## src/rtl/pe_mac_sequencer.sv

```systemverilog
// Sequences one PE through 1-D dot-product jobs: joins operand streams, drives accumulator controls, returns psums.
// Optional macro PE_SEQ_BIAS_EN adds a latched signed cfg_bias added to every captured psum.
module pe_mac_sequencer #(
  parameter int DATA_WIDTH = 16,
  parameter int PSUM_WIDTH = 32,
  parameter int CNT_WIDTH  = 8,
  parameter int MULT_LAT   = 2
) (
  input  logic                  clk,
  input  logic                  rst,
  input  logic                  start,
  input  logic [CNT_WIDTH-1:0]  cfg_taps,
  input  logic [CNT_WIDTH-1:0]  cfg_outputs,
`ifdef PE_SEQ_BIAS_EN
  input  logic [PSUM_WIDTH-1:0] cfg_bias,
`endif
  input  logic [DATA_WIDTH-1:0] ifm_data,
  input  logic                  ifm_valid,
  output logic                  ifm_ready,
  input  logic [DATA_WIDTH-1:0] flt_data,
  input  logic                  flt_valid,
  output logic                  flt_ready,
  output logic [DATA_WIDTH-1:0] pe_ifmap,
  output logic [DATA_WIDTH-1:0] pe_fltr,
  output logic                  pe_mult_sel,
  output logic                  pe_acc_clr,
  input  logic [PSUM_WIDTH-1:0] pe_psum,
  output logic [PSUM_WIDTH-1:0] psum_data,
  output logic                  psum_valid,
  input  logic                  psum_ready,
  output logic                  busy,
  output logic                  done
);

  typedef enum logic [2:0] {S_IDLE, S_MAC, S_DRAIN, S_OUT, S_DONE} state_t;

  localparam int DRAIN_W = $clog2(MULT_LAT + 2);
  localparam logic [DRAIN_W-1:0] DRAIN_LAST = DRAIN_W'(MULT_LAT);

  state_t                state, state_nxt;
  logic [CNT_WIDTH-1:0]  taps_q, outs_q, tap_cnt, out_cnt;
  logic [DRAIN_W-1:0]    drain_cnt;
  logic [MULT_LAT-1:0]   tag_valid, tag_first;
  logic [PSUM_WIDTH-1:0] bias_q;
  logic                  issue, accept, last_tap, last_out, drain_done;

  assign last_tap   = (tap_cnt == taps_q - CNT_WIDTH'(1));
  assign last_out   = (out_cnt == outs_q - CNT_WIDTH'(1));
  assign drain_done = (drain_cnt == DRAIN_LAST);
  assign ifm_ready  = issue;
  assign flt_ready  = issue;
  // The tag pipe output lines up with the product leaving the PE multiplier.
  assign pe_mult_sel = tag_valid[MULT_LAT-1];
  assign pe_acc_clr  = tag_valid[MULT_LAT-1] & tag_first[MULT_LAT-1];

  always_comb begin
    state_nxt  = state;
    issue      = 1'b0;
    accept     = 1'b0;
    psum_valid = 1'b0;
    busy       = (state != S_IDLE);
    done       = 1'b0;
    case (state)
      S_IDLE: begin
        if (start) state_nxt = (cfg_outputs == '0) ? S_DONE : S_MAC;
      end
      S_MAC: begin
        issue = ifm_valid & flt_valid;
        if (issue && last_tap) state_nxt = S_DRAIN;
      end
      S_DRAIN: begin
        if (drain_done) state_nxt = S_OUT;
      end
      S_OUT: begin
        psum_valid = 1'b1;
        accept     = psum_ready;
        if (accept) state_nxt = last_out ? S_DONE : S_MAC;
      end
      S_DONE: begin
        done      = 1'b1;
        state_nxt = S_IDLE;
      end
      default: state_nxt = S_IDLE;
    endcase
  end

  always_ff @(posedge clk) begin
    if (rst) state <= S_IDLE;
    else     state <= state_nxt;
  end

  always_ff @(posedge clk) begin
    if (rst) begin
      taps_q    <= '0;
      outs_q    <= '0;
      tap_cnt   <= '0;
      out_cnt   <= '0;
      drain_cnt <= '0;
      tag_valid <= '0;
      tag_first <= '0;
      bias_q    <= '0;
      pe_ifmap  <= '0;
      pe_fltr   <= '0;
      psum_data <= '0;
    end else begin
      if (state == S_IDLE && start) begin
        taps_q  <= (cfg_taps == '0) ? CNT_WIDTH'(1) : cfg_taps;
        outs_q  <= cfg_outputs;
        tap_cnt <= '0;
        out_cnt <= '0;
`ifdef PE_SEQ_BIAS_EN
        bias_q  <= cfg_bias;
`else
        bias_q  <= '0;
`endif
      end
      if (issue) begin
        pe_ifmap <= ifm_data;
        pe_fltr  <= flt_data;
        tap_cnt  <= last_tap ? '0 : tap_cnt + CNT_WIDTH'(1);
      end
      tag_valid[0] <= issue;
      tag_first[0] <= issue & (tap_cnt == '0);
      for (int i = 1; i < MULT_LAT; i++) begin
        tag_valid[i] <= tag_valid[i-1];
        tag_first[i] <= tag_first[i-1];
      end
      if (state == S_DRAIN) drain_cnt <= drain_cnt + DRAIN_W'(1);
      else                  drain_cnt <= '0;
      // Capture on the last drain cycle, once the final product has been accumulated.
      if (state == S_DRAIN && drain_done) psum_data <= pe_psum + bias_q;
      if (accept) out_cnt <= last_out ? '0 : out_cnt + CNT_WIDTH'(1);
    end
  end

endmodule

```

## config.mk

```make
export PLATFORM = sky130hd
export DESIGN_NAME = pe_mac_sequencer
export DESIGN_NICKNAME = d
export VERILOG_FILES = /design/src/rtl/pe_mac_sequencer.sv
export SDC_FILE = /design/constraint.sdc
export NUM_CORES = 1
export LEC_CHECK = 0
export CAP_MARGIN = 30
export CELL_PAD_IN_SITES_DETAIL_PLACEMENT = 1
export CELL_PAD_IN_SITES_GLOBAL_PLACEMENT = 2
export CORE_MARGIN = 3
export CORE_UTILIZATION = 25
export CTS_CLUSTER_DIAMETER = 100
export CTS_CLUSTER_SIZE = 12
export DETAILED_ROUTE_END_ITERATION = 10
export PLACE_DENSITY_LB_ADDON = 0.1
export SLEW_MARGIN = 20
export SYNTH_ARGS = -nofsm -noshare
export SYNTH_HDL_FRONTEND = slang
export SYNTH_SLANG_ARGS = --single-unit
```

## constraint.sdc

```tcl
create_clock -name clk -period 2.5 [get_ports clk]
set_input_delay 0.25 -clock clk [delete_from_list [all_inputs] [get_ports clk]]
set_output_delay 0.25 -clock clk [all_outputs]
set_load 0.01 [all_outputs]
```

==> results.py <==
metrics = {
    "global_routing": {
        "grtUsageMet3_pct": 8.30,
        "top_usage_layer": "met2",
        "grt_usage_pct": 15.8,
        "met2_usage_pct": 25.9,
        "grt_pass1_vias": 4851,
        "grt_max_degree": 64,
        "overflow": 0,
        "gr-usage-met1_pct": 18.2,
        "antenna_found_initial": 0,
        "grt_pass1_wl_um": 25300,
    },
    "min_path": {
        "hold_path.class": "register to register",
        "hold_start": "drain_cnt[0]$_SDFF_PP0_",
    },
    "yosys": {
        "yosysSeqAreaShare_pct": 46.5,
        "ys_warn_count": 0,
        "synth_top_area_cell": "dfxtp_1",
        "synth.distinct_cells": 54,
        "synthSimpleGateAreaFrac_pct": 27.0,
        "avgSynthCellArea_um2": 7.83,
        "synth_nets": 669,
        "synth-edff-count": 0,
        "synth.cell_area_um2": 4520,
        "synth_mux_area_share_pct": 0.222,
        "synthTopCellsByArea": "dfxtp_1 (47%), nand2_1 (15%), a21oi_1 (9.3%)",
        "synth_compound_area_share_pct": 16.8,
        "synthFlopType": "dfxtp_1",
        "synthXorXnorAreaFrac_pct": 3.88,
        "synthArstFlopShare_pct": 0,
        "synth_top_area_share_pct": 46.5,
        "ys_ff_latch": 105,
        "synth_fa_ha_area_share_pct": 1.66,
        "synth_cells": 577,
        "synth_top_family_by_area": "simple AND/OR/NAND/NOR gates",
    },
    "clock_tree": {
        "cts.sinks": 105,
        "tritoncts": "built",
        "clk_latency_ns": 0.36,
        "cts-buffers-inserted": 9,
        "clock_path_buffers": 2,
        "cts_root_buf": "clkbuf_16",
        "clk_pin_slew_worst_paths_ns": 0.07,
        "cts-htree-levels": 3,
    },
    "worst_setup_path": {
        "worstSetupEndpointType": "output pin",
        "path_depth": 4,
        "rrSetupSlack_ns": 0.24,
        "crit_slowest_cell": "clkdlybuf4s50_1",
        "reg2reg_to": "tap_cnt[7]$_SDFFE_PP0P_",
        "crit_fanout": 6,
        "crit_start": "state[1]$_SDFFE_PP0P_",
        "crit_chain": "nand2b_1 -> or3_1 -> clkinv_1 -> clkdlybuf4s50_1",
        "critPathTopFamily": "buffers and inverters",
        "cp-start-kind": "register",
        "worstPathRequired_ns": 2.25,
        "cp.arrival_ns": 2.09,
        "slowest_delay_ns": 0.57,
        "critPathBufInv": 2,
        "worstSetupPathType": "register to output pin",
        "reg2reg_depth": 9,
        "r2r-start": "taps_q[0]$_SDFFE_PP0P_",
        "endpoint": "ifm_ready",
    },
    "timing": {
        "post-route-min-period_ns": 2.34,
        "slew_headroom_pct": 53.3,
        "worstMarginPinSlew_ns": 0.700,
        "final-setup-viol-count": 0,
        "maxSlewViolCount": 0,
        "setup_tns_ns": 0,
        "min_period_over_period_pct": 93.8,
        "fmax_ghz": 0.427,
        "rsz0062_at_grt": "false",
        "setup_slack_ns": 0.155,
        "hold_viol_final": 0,
        "skew_ns": 0.0112,
    },
    "run": {
        "cap_violations": 0,
    },
    "power": {
        "powerDensity_nw_per_um2": 552,
        "leakage_nw": 2.33,
        "vdd.ir_drop.worst_mv": 0.358,
    },
    "placed_design": {
        "portBuffers": 156,
        "dp_hpwl_um": 11100,
        "gp_congestion": 0.788,
        "pre_cts_ws_ns": 0.0295,
    },
    "floorplanning": {
        "core_area_um2": 17500,
        "initial_core_util_pct": 25.8,
        "die_w_um": 140,
        "die_h_um": 140,
        "dieArea_um2": 19700,
        "io_pins": 157,
        "num_rows": 48,
    },
    "drt": {
        "num_vias": 4476,
        "drc": 0,
        "dr.pass1.iters": 4,
        "via_per_inst": 4.69,
        "drt_iter0_drc": 141,
        "ant_nets": 0,
        "wl_um": 15400,
        "routedWlPerCell_um": 16.1,
    },
    "finish": {
        "antenna_cells": 0,
        "area_delta_synth_final_pct": 47.7,
        "final_net_count": 817,
        "drive_above_1_share_pct": 6.85,
    },
    "run_status": {
        "outcome": "finished clean",
    },
}
==> stage by stage <==
stage	total power (W)	hold WS [ns]	area, µm²	cells	utilization (%)
2_1_floorplan	0.00198	0.382	4520	577	-
3_3_place_gp	0.00222	0.402	6330	938	36.2
4_1_cts	0.00375	0.412	6630	954	37.9
3_5_place_dp	0.00223	0.407	6330	938	36.2
6_report	0.00369	0.411	6670	955	38.2
5_1_grt	0.00388	0.423	6670	955	38.2
==> Yosys cell counts, drive strengths merged, types with 8 or more instances <==
| cell | n |
|---|---|
| nand2 | 181 |
| dfxtp | 105 |
| a21oi | 86 |
| clkbuf | 30 |
| nor2 | 19 |
| nand3 | 17 |
| nor3 | 15 |
| o21ai | 11 |
| xnor2 | 11 |
| xor2 | 9 |
| inv | 8 |
| nor2b | 8 |
==> cell usage in the layout, fill, tap and decap left out, drive strengths merged, types with 2 or more instances in the layout <==
cell type / netlist / final
a211o: 3 / 3
a211oi: 3 / 3
a21o: 4 / 4
a21oi: 86 / 86
a31oi: 2 / 2
a32oi: 4 / 4
and2: 4 / 4
and3: 3 / 3
buf: 5 / 16
clkbuf: 30 / 10
clkdlybuf4s50: 0 / 155
clkinv: 1 / 3
dfxtp: 105 / 105
ha: 6 / 6
inv: 8 / 10
nand2: 181 / 181
nand2b: 2 / 2
nand3: 17 / 17
nand3b: 3 / 3
nor2: 19 / 19
nor2b: 8 / 8
nor3: 15 / 15
nor3b: 4 / 4
nor4: 5 / 5
nor4b: 2 / 2
o211a: 2 / 2
o21ai: 11 / 12
o311ai: 2 / 2
or3: 5 / 5
or4: 2 / 2
xnor2: 11 / 11
xor2: 9 / 9
==> cell type report <==
| cell class | instances | area (µm²) |
|---|---|---|
| Clock buffer | 10 | 229 |
| Clock inverter | 6 | 75.1 |
| Fill cell | 2068 | 10800 |
| Inverter | 9 | 33.8 |
| Multi-Input combinational cell | 429 | 2280 |
| Sequential cell | 105 | 2100 |
| Tap cell | 225 | 282 |
| Timing Repair Buffer | 171 | 1670 |
==> registers in the layout, summed over array words and instances, names as in the netlist <==
signal and count:
taps_q 8, drain_cnt 2, outs_q 8, pe_fltr 16, tag_first 2, tag_valid 2, out_cnt 8, psum_data 32
pe_ifmap 16, tap_cnt 8, state 3
==> power by group <==
part	internal [W]	switching [W]
sequential	0.00171	0.0000339
clock	0.000793	0.000698
combinational	0.000247	0.000209
total	0.00275	0.000941
==> metal layers <==
metal | vias to the layer above | wire [µm]
met5 | - | 0
met4 | 0 | 155
met3 | 10 | 1520
met2 | 102 | 7050
met1 | 2129 | 6680
li1 | 2235 | -
==> worst min-delay path by stage <==
| stage | endpoint | slack (ns) | depth (start not counted) |
|---|---|---|---|
| 6_report | drain_cnt[0]$_SDFF_PP0_ | 0.41 | 1 |
| 5_1_grt | psum_data[5]$_SDFFE_PP0P_ | 0.42 | 3 |
| 4_1_cts | psum_data[31]$_SDFFE_PP0P_ | 0.41 | 3 |
| 3_5_place_dp | drain_cnt[0]$_SDFF_PP0_ | 0.41 | 1 |
| 3_3_place_gp | drain_cnt[0]$_SDFF_PP0_ | 0.40 | 1 |
| 2_1_floorplan | tag_valid[0]$_SDFF_PP0_ | 0.38 | 1 |
==> timing repair <==
item | CTS | global route
hold endpoints to repair | 0 | 0
hold buffers | 0 | 0
setup buffers | 0 | 0
setup endpoints to repair | 0 | 10
gates resized for setup | 0 | 7
==> cells by family (layout without fill, tap and decap cells) <==
logic type	count (synthesis)	count (layout)
and+or+nand+nor	276	276
AOI/OAI and AO/OA	125	126
xor gates and xnor gates	20	20
muxes	1	1
buffers and inverters	44	196
adders and majority gates	6	6
DFF	105	105
Note: power is estimated with default switching activity, not from simulation.
